`config.mk`:
```
export PLATFORM = sky130hd
export DESIGN_NAME = wb_regfile
export DESIGN_NICKNAME = d
export VERILOG_FILES = /design/src/rtl/wb_regfile_pkg.sv /design/src/rtl/wb_regfile_2r1w.sv /design/src/rtl/wb_regfile.sv
export SDC_FILE = /design/constraint.sdc
export NUM_CORES = 2
export LEC_CHECK = 0
export ABC_AREA = 0
export CAP_MARGIN = 10
export CORE_UTILIZATION = 40
export CTS_BUF_LIST = sky130_fd_sc_hd__clkbuf_16
export DETAILED_ROUTE_END_ITERATION = 8
export GPL_TIMING_DRIVEN = 1
export PLACE_DENSITY_LB_ADDON = 0.05
export SLEW_MARGIN = 20
export SYNTH_ARGS = -nofsm -noshare
export SYNTH_HDL_FRONTEND = slang
export SYNTH_SLANG_ARGS = --single-unit
```
`constraint.sdc`:
```
create_clock -name clk_i -period 41.3 [get_ports clk_i]
set_clock_uncertainty 0.15 [all_clocks]
set_input_delay 8.26 -clock clk_i [delete_from_list [all_inputs] [get_ports clk_i]]
set_output_delay 8.26 -clock clk_i [all_outputs]
set_load 0.02 [all_outputs]
```
`src/rtl/wb_regfile_pkg.sv`:
```
// Shared constants for the writeback stage and its register file.
package wb_regfile_pkg;

  localparam int XLEN       = 32;
  localparam int REG_ADDR_W = 5;
  localparam int NUM_REGS   = 1 << REG_ADDR_W;

  // Writeback data selects; the controller drives wd_sel with these codes.
  localparam logic [1:0] WD_SEL_ALU = 2'b00;
  localparam logic [1:0] WD_SEL_MEM = 2'b01;
  localparam logic [1:0] WD_SEL_PC4 = 2'b10;

endpackage

```
`src/rtl/wb_regfile_2r1w.sv`:
```
// 32-entry register file: one write port, two bypassed read ports for ID,
// and one raw debug read port. x0 is hard-wired to zero.
module wb_regfile_2r1w
  import wb_regfile_pkg::*;
#(
  parameter int DATA_W = 32
) (
  input  logic                  clk_i,
  input  logic                  rst_i,
  input  logic                  we_i,
  input  logic [REG_ADDR_W-1:0] waddr_i,
  input  logic [DATA_W-1:0]     wdata_i,
  input  logic [REG_ADDR_W-1:0] raddr1_i,
  input  logic [REG_ADDR_W-1:0] raddr2_i,
  output logic [DATA_W-1:0]     rdata1_o,
  output logic [DATA_W-1:0]     rdata2_o,
  input  logic [REG_ADDR_W-1:0] dbg_raddr_i,
  output logic [DATA_W-1:0]     dbg_rdata_o
);

  logic [DATA_W-1:0] regs_q [NUM_REGS];

  // Register array: async clear; x0 is never written so it stays zero.
  always_ff @(posedge clk_i or posedge rst_i) begin
    if (rst_i) begin
      for (int i = 0; i < NUM_REGS; i++) regs_q[i] <= '0;
    end else if (we_i && (waddr_i != '0)) begin
      regs_q[waddr_i] <= wdata_i;
    end
  end

  // Read port 1: x0 reads zero, same-cycle write is forwarded.
  always_comb begin
    rdata1_o = regs_q[raddr1_i];
    if (raddr1_i == '0) begin
      rdata1_o = '0;
    end else if (we_i && (raddr1_i == waddr_i)) begin
      rdata1_o = wdata_i;
    end
  end

  // Read port 2: same rules as port 1.
  always_comb begin
    rdata2_o = regs_q[raddr2_i];
    if (raddr2_i == '0) begin
      rdata2_o = '0;
    end else if (we_i && (raddr2_i == waddr_i)) begin
      rdata2_o = wdata_i;
    end
  end

  // Debug port shows the stored state only, so a write appears a cycle later.
  assign dbg_rdata_o = regs_q[dbg_raddr_i];

endmodule

```
`src/rtl/wb_regfile.sv`:
```
// Writeback stage: selects the writeback value, commits it to the register
// file, and keeps a one-cycle-delayed commit trace plus a retire counter.
// valid_i is a qualifier only (no ready): each cycle it is high retires one
// instruction, so a stalled MEM/WB must present bubbles on repeat cycles.
module wb_regfile
  import wb_regfile_pkg::*;
#(
  parameter int DATA_W = 32,
  parameter int CNT_W  = 32
) (
  input  logic                  clk_i,
  input  logic                  rst_i,
  input  logic                  valid_i,
  input  logic [XLEN-1:0]       current_pc_i,
  input  logic [XLEN-1:0]       return_pc_i,
  input  logic [DATA_W-1:0]     alu_result_i,
  input  logic [DATA_W-1:0]     mem_rd_i,
  input  logic [REG_ADDR_W-1:0] wr_i,
  input  logic [1:0]            wd_sel_i,
  input  logic                  regfile_we_i,
  input  logic [REG_ADDR_W-1:0] rs1_i,
  input  logic [REG_ADDR_W-1:0] rs2_i,
  output logic [DATA_W-1:0]     rd1_o,
  output logic [DATA_W-1:0]     rd2_o,
  input  logic [REG_ADDR_W-1:0] dbg_raddr_i,
  output logic [DATA_W-1:0]     dbg_rdata_o,
  output logic                  commit_o,
  output logic [XLEN-1:0]       commit_pc_o,
  output logic [REG_ADDR_W-1:0] commit_wr_o,
  output logic [DATA_W-1:0]     commit_wd_o,
  output logic [CNT_W-1:0]      instret_o
);

  logic [DATA_W-1:0]     wd;
  logic                  we_eff;

  logic                  commit_q;
  logic [XLEN-1:0]       commit_pc_q, commit_pc_d;
  logic [REG_ADDR_W-1:0] commit_wr_q, commit_wr_d;
  logic [DATA_W-1:0]     commit_wd_q, commit_wd_d;
  logic [CNT_W-1:0]      instret_q;

  // Writeback data select; the unused code 2'b11 falls back to the ALU.
  always_comb begin
    wd = alu_result_i;
    case (wd_sel_i)
      WD_SEL_MEM: wd = mem_rd_i;
      WD_SEL_PC4: wd = return_pc_i[DATA_W-1:0];
      default:    wd = alu_result_i;
    endcase
  end

  assign we_eff = valid_i & regfile_we_i & (wr_i != '0);

  wb_regfile_2r1w #(.DATA_W(DATA_W)) u_rf (
    .clk_i       (clk_i),
    .rst_i       (rst_i),
    .we_i        (we_eff),
    .waddr_i     (wr_i),
    .wdata_i     (wd),
    .raddr1_i    (rs1_i),
    .raddr2_i    (rs2_i),
    .rdata1_o    (rd1_o),
    .rdata2_o    (rd2_o),
    .dbg_raddr_i (dbg_raddr_i),
    .dbg_rdata_o (dbg_rdata_o)
  );

  // Next trace values: non-writing retires record rd/data as zero.
  always_comb begin
    commit_pc_d = current_pc_i;
    commit_wr_d = we_eff ? wr_i : '0;
    commit_wd_d = we_eff ? wd   : '0;
  end

  // Commit trace: pulse every cycle, payload only updates on a retire.
  always_ff @(posedge clk_i or posedge rst_i) begin
    if (rst_i) begin
      commit_q    <= 1'b0;
      commit_pc_q <= '0;
      commit_wr_q <= '0;
      commit_wd_q <= '0;
    end else begin
      commit_q <= valid_i;
      if (valid_i) begin
        commit_pc_q <= commit_pc_d;
        commit_wr_q <= commit_wr_d;
        commit_wd_q <= commit_wd_d;
      end
    end
  end

  // Retired-instruction counter, wraps freely.
  always_ff @(posedge clk_i or posedge rst_i) begin
    if (rst_i) begin
      instret_q <= '0;
    end else if (valid_i) begin
      instret_q <= instret_q + CNT_W'(1);
    end
  end

  assign commit_o    = commit_q;
  assign commit_pc_o = commit_pc_q;
  assign commit_wr_o = commit_wr_q;
  assign commit_wd_o = commit_wd_q;
  assign instret_o   = instret_q;

endmodule

```
Word-level counts from Yosys, hierarchy flattened
Cells that the tools add are included.
{"block": "word_totals", "register_bits": 1126, "in_bits": 154, "word_cells": 79}
{"block": "op_classes", "n_addsub": 1, "n_lt_le_gt_ge": 5, "eq_ne": 4, "n_mux": 19, "bitwise_logic": 6, "reduce_logical": 7}
{"operator": "1024-bit bitwise mux", "n": 1}
{"operator": "32-bit binary-select mux with 5-bit select", "n": 3}
{"operator": "32-bit 2-to-1 mux", "n": 12}
{"operator": "32-bit demux with 5-bit select", "n": 1}
{"operator": "32-bit one-hot mux with 2 select lines", "n": 1}
{"operator": "32-bit by 1-bit adder with 32-bit output, second input constant", "n": 1}
{"operator": "6-bit greater-or-equal comparator, second input constant", "n": 4}
{"operator": "5-bit NOT with 6-bit output", "n": 4}
{"operator": "5-bit equality test", "n": 2}
{"operator": "5-bit logical NOT", "n": 2}
{"operator": "6-bit by 1-bit less-than comparator with 1-bit output, second input constant", "n": 1}
{"operator": "5-bit 2-to-1 mux", "n": 1}
{"operator": "5-bit nonzero test", "n": 1}
{"operator": "1-bit logical AND", "n": 4}
{"operator": "1-bit AND", "n": 2}
{"operator": "2-bit by 1-bit equality test with 1-bit output, second input constant", "n": 1}
{"operator": "2-bit equality test, second input constant", "n": 1}

Logic depth before layout (Yosys ltp)
{"block": "depth", "ltp_word": 6, "mapped_depth": 9}

Hierarchy
A second synthesis with hierarchy kept.
{"block": "hier_totals", "hier_cells": 4760, "area_unflattened_um2": 67847.6}
{"module": "wb_regfile_2r1w", "n_inst": 1, "cells_per_inst": 4368, "area_each_um2": 63256.9, "seq_area_each_um2": 25624.6}
{"module": "wb_regfile", "n_inst": 1, "cells_per_inst": 392, "area_each_um2": 4590.7, "seq_area_each_um2": 2552.4}

Least setup slack after synthesis
OpenSTA, ideal clock, no wires.
{"block": "synth_path", "path_type": "input to output", "start": "in rs1_i[2]", "end": "out rd1_o[30]", "arrival_ps": 10484, "required_ps": 32890, "path_slack_ps": 22406, "path_stages": 7, "path_cell_list": "buf_2 buf_2 clkbuf_1 buf_2 a31oi_1 o2111a_1 a2111oi_0"}
{"block": "synth_between", "elab_chain_len": 6}
{"element": "from (decl)", "line_no": "wb_regfile.sv:21", "source": "input logic [REG_ADDR_W-1:0] rs1_i,"}
{"element": "5-bit NOT with 6-bit output (not written as such)", "line_no": "wb_regfile_2r1w.sv:34", "source": "rdata1_o = regs_q[raddr1_i];"}
{"element": "32-bit binary-select mux with 5-bit select", "line_no": "wb_regfile_2r1w.sv:34"}
{"element": "32-bit 2-to-1 mux (not written as such) (2 in a row)", "line_no": "wb_regfile_2r1w.sv:34"}
{"element": "32-bit 2-to-1 mux", "line_no": "wb_regfile_2r1w.sv:37", "source": "end else if (we_i && (raddr1_i == waddr_i)) begin"}
{"element": "32-bit 2-to-1 mux *", "line_no": "wb_regfile_2r1w.sv:35", "source": "if (raddr1_i == '0) begin"}
{"element": "to (decl)", "line_no": "wb_regfile.sv:23", "source": "output logic [DATA_W-1:0] rd1_o,"}
Every way passes the cells marked *; elsewhere a longest branch is shown, timed or not. The select of a mux whose other input is x is not followed.

Worst setup path in the final report
{"block": "layout_path", "start": "in rs2_i[2]", "end": "out rd2_o[26]"}
{"block": "layout_between", "elab_chain_len": 6}
{"element": "from (decl)", "line_no": "wb_regfile.sv:22", "source": "input logic [REG_ADDR_W-1:0] rs2_i,"}
{"element": "5-bit NOT with 6-bit output (not written as such)", "line_no": "wb_regfile_2r1w.sv:44", "source": "rdata2_o = regs_q[raddr2_i];"}
{"element": "32-bit binary-select mux with 5-bit select", "line_no": "wb_regfile_2r1w.sv:44"}
{"element": "32-bit 2-to-1 mux (not written as such) (2 in a row)", "line_no": "wb_regfile_2r1w.sv:44"}
{"element": "32-bit 2-to-1 mux", "line_no": "wb_regfile_2r1w.sv:47", "source": "end else if (we_i && (raddr2_i == waddr_i)) begin"}
{"element": "32-bit 2-to-1 mux *", "line_no": "wb_regfile_2r1w.sv:45", "source": "if (raddr2_i == '0) begin"}
{"element": "to (decl)", "line_no": "wb_regfile.sv:24", "source": "output logic [DATA_W-1:0] rd2_o,"}
Marked as above.

==> reports/summary.txt <==
sequential cell area = 28,200 sq um
highest fanout seen on the critical path = 48
launching element type of the critical path = input port
maximum number of pins on one net before global-route repair = 159
result of the run = completed
leftover overflow at the end of global routing = 0
slowest stage delay, CP = 1010 ps
cells after synthesis = 5,399
fmax = 45.4 MHz
die outline area = 161,000 sq um
worst hold path depth = 0
worst-case register-to-register setup slack = 39,010 ps
Slew Limit Headroom = 0.195
number of enable flip-flop cells after synthesis = 0
net count of the finished layout = 5,582
P_leak = 30.1 nW
number of sinks driven by the clock tree = 1,126
fraction of layout instances using a drive strength above 1 = 0.241
area of the core = 158,000 sq um
areal power density over the cells = 43.5 nW/um^2
CTS tree = yes
Peak supply drop = 43.0 uV
Area contributors post-synth = dfrtp_1, mux4_2, o21ai_0
class of the worst hold path = reg -> reg
part of the total power dissipated in the clock network = 0.379
Power Internal = 0.00223 W
Synth cell types = 55
antenna violations before repair = 13
most frequent cell after synthesis = dfrtp_1
clock-pin slew of the registers on the worst-case setup and hold paths = 50 ps
Die Span Y = 401 microns
area of the multi-input gates = 33,300 sq um
number of H-tree branching levels = 4
number of violations of the max-capacitance limit = 0
CP Cell Sequence = clkbuf_8 -> buf_4 -> buf_4 -> xor2_1 -> nor3_1 -> nand4_1 -> buf_4 -> o21ai_4 -> buf_4 -> o32ai_1 -> clkdlybuf4s50_1
CP endpoint kind = output pin
setup violation total in the final timing report = 0
RR Startpoint = instret_o[0]$_DFFE_PP0P_
CTS Root Cell = clkbuf_16
Layout Area Growth over Synthesis = 15.0%
drc violations = 0
Mapped Area = 63,800 sq um
total via count after detailed routing = 49,400
arrival time reported for the critical path endpoint = 13,640 ps
max-slew violation count = 0
die width = 401 microns
final number of hold-violating endpoints = 0
Combinational Power Share = 0.200
Yosys Warn Count = 0
initial core utilization = 0.403
Filler cells = 14,600
Synth top cells by count = dfrtp_1, nand2_1, o21ai_0, mux4_2, clkbuf_1
switching power of the nets = 0.000969 W
portion of synthesized cell area occupied by the leading cell type = 0.441
cell at the slowest stage of the critical path = o32ai_1
WL/cell = 34.9 microns
RSZ-0062 raised after global routing = false
Setup Buffers After CTS = 0
Site Rows = 146
via count of the first global-routing pass = 49,500
switching part of the total = 0.303
final estimated routing congestion in global placement = 0.837
number of buffers between clock root and the deepest sink = 3
number of gates resized after cts = 0
global-route track usage on met2 = 0.510
required time of the critical path = 32,890 ps
share of the clock period used by the worst path = 0.534
post-synthesis sequential element count = 1,126
r2r endpoint = instret_o[28]$_DFFE_PP0P_
part of the total power dissipated in sequential elements = 0.421
crit-path most repeated cell = buf_4
input/output buffers = 351
global-route wire length before repair = 382,000 microns
overall track demand over capacity in global routing = 0.332
top-level port count = 352
Slew @ Worst Pin = 1210 ps
total nets after synthesis = 5,556
Worst Reg-to-Reg Cells = 6
detailed-router iteration count before antenna repair = 7
Via-to-Cell Ratio = 6.50
share of synthesized area occupied by flip-flops and latches = 0.441
Hold Slack = 264 ps
most utilized layer in the global route result = met2
clock network latency to the later pin of the worst-skew pair = 760 ps
GR Layer Usage met3 = 0.0781
Post-DP HPWL = 157,000 microns
biggest area consumer among synthesized cells = dfrtp_1
proportion of synthesized flip-flops having asynchronous set or reset = 1.00
crit path time final = 22,050 ps
count of hold-fix buffers inserted at cts = 0
First DRT Iteration DRCs = 5,076
Top FF cell, synth = dfrtp_1
average instance area after synthesis = 11.8 sq um
wirelength, routed = 265,000 microns
total CTS buffers = 136
number of antenna-violating nets in the routed design = 0
sink of the worst hold path = u_rf.regs_q[1012]$_DFFE_PP0P_
Worst Hold Launch = u_rf.regs_q[1012]$_DFFE_PP0P_
worst setup path category = in -> out
met1 GRT Util = 0.465
TNS Setup = 0 ps
layer usage:
layer	routed length [microns]	up-vias
met1	111000	26000
li1	-	20400
met2	121000	2494
met3	24100	479
met5	30	-
met4	9290	4
cells in the final DEF, fill, tap and decap left out, types with 6 or more instances in the layout:
cell             Yosys  final
buf_4               54    141
clkbuf_16            0    142
or4_1               50     50
nor2_1              54     54
clkinv_1             1     25
a211oi_1             6      6
mux2_2              65     65
o22ai_1            304    304
a211o_1              6      6
a21oi_4              0     11
inv_1               45     71
xor2_1              18     18
clkinv_2             0     21
mux4_2             832    832
dfrtp_1           1126   1126
nand2_4              0     31
and4_1               8      8
nand3_1             18     15
mux2i_1             25     25
a22oi_1             32     32
a21oi_1             40      8
o32ai_1              7      7
buf_12               0      7
a21oi_2              0     21
nand2_2              7      7
bufinv_16            0     13
o21ai_0            998    998
clkdlybuf4s50_1      0    339
xnor2_1             23     23
nand4_1              9      9
and3_1               8      8
nand2_1           1056   1025
how the worst max path moves through the flow:
stage	slack (ps)	depth (start not counted)	start	end
global route	19170	9	rs2_i[0]	rd2_o[26]
finish	19250	11	rs2_i[2]	rd2_o[26]
CTS	19520	9	rs2_i[0]	rd2_o[26]
global placement	19550	9	rs2_i[0]	rd2_o[28]
detailed placement	19530	9	rs2_i[0]	rd2_o[26]
floorplan	1180	1	rst_i	commit_o$_DFF_PP0_
registers in the layout, summed over array words and instances (netlist names):
signal,count
u_rf.regs_q,1024
instret_o,32
commit_pc_o,32
commit_wr_o,5
commit_o,1
commit_wd_o,32
cells by family after synthesis:
logic type / Yosys count / synth area share
compound gates: 1411 / 0.120
xor+xnor: 41 / 0.00563
fa+ha+maj: 3 / 0.000588
buf+inv: 655 / 0.0441
flops: 1126 / 0.441
mux: 922 / 0.309
simple gates: 1241 / 0.0795
area by class of cell:
| type | instances | share of cell area |
|---|---|---|
| sequential | 1126 | 0.384 |
| multi-input combinational | 3618 | 0.454 |
| antenna | 4 | 0.000136 |
| inverter | 46 | 0.00245 |
| clock inverter | 100 | 0.0114 |
| timing repair buffer | 497 | 0.0644 |
| clock buffer | 142 | 0.0484 |
| tap | 2072 | 0.0353 |
power groups by stage:
stage	clock network [W]	registers [W]	logic, W
global route	0.00127	0.00136	0.000685
finish	0.00121	0.00135	0.000638
CTS	0.00123	0.00134	0.000639
detailed placement	0	0.00136	0.000638
global placement	0	0.00136	0.000632
floorplan	0	0.00133	0.000411
stage by stage:
stage | util | power, W | cells | instance area [sq um] | setup slack, ps
2_1_floorplan | - | 0.00174 | 5399 | 63800 | 1180
3_3_place_gp | 0.436 | 0.00199 | 7358 | 69000 | 19550
3_5_place_dp | 0.436 | 0.00200 | 7358 | 69000 | 19530
4_1_cts | 0.463 | 0.00321 | 7600 | 73400 | 19520
5_1_grt | 0.463 | 0.00332 | 7601 | 73400 | 19170
6_report | 0.464 | 0.00320 | 7605 | 73400 | 19250
critical path: cells and delay by family:
kind	cells	cell delay, ps
compound gates	2	1280
xor+xnor	1	200
buf+inv	6	3310
simple gates	2	470
Note: power is estimated with default switching activity, not from simulation.
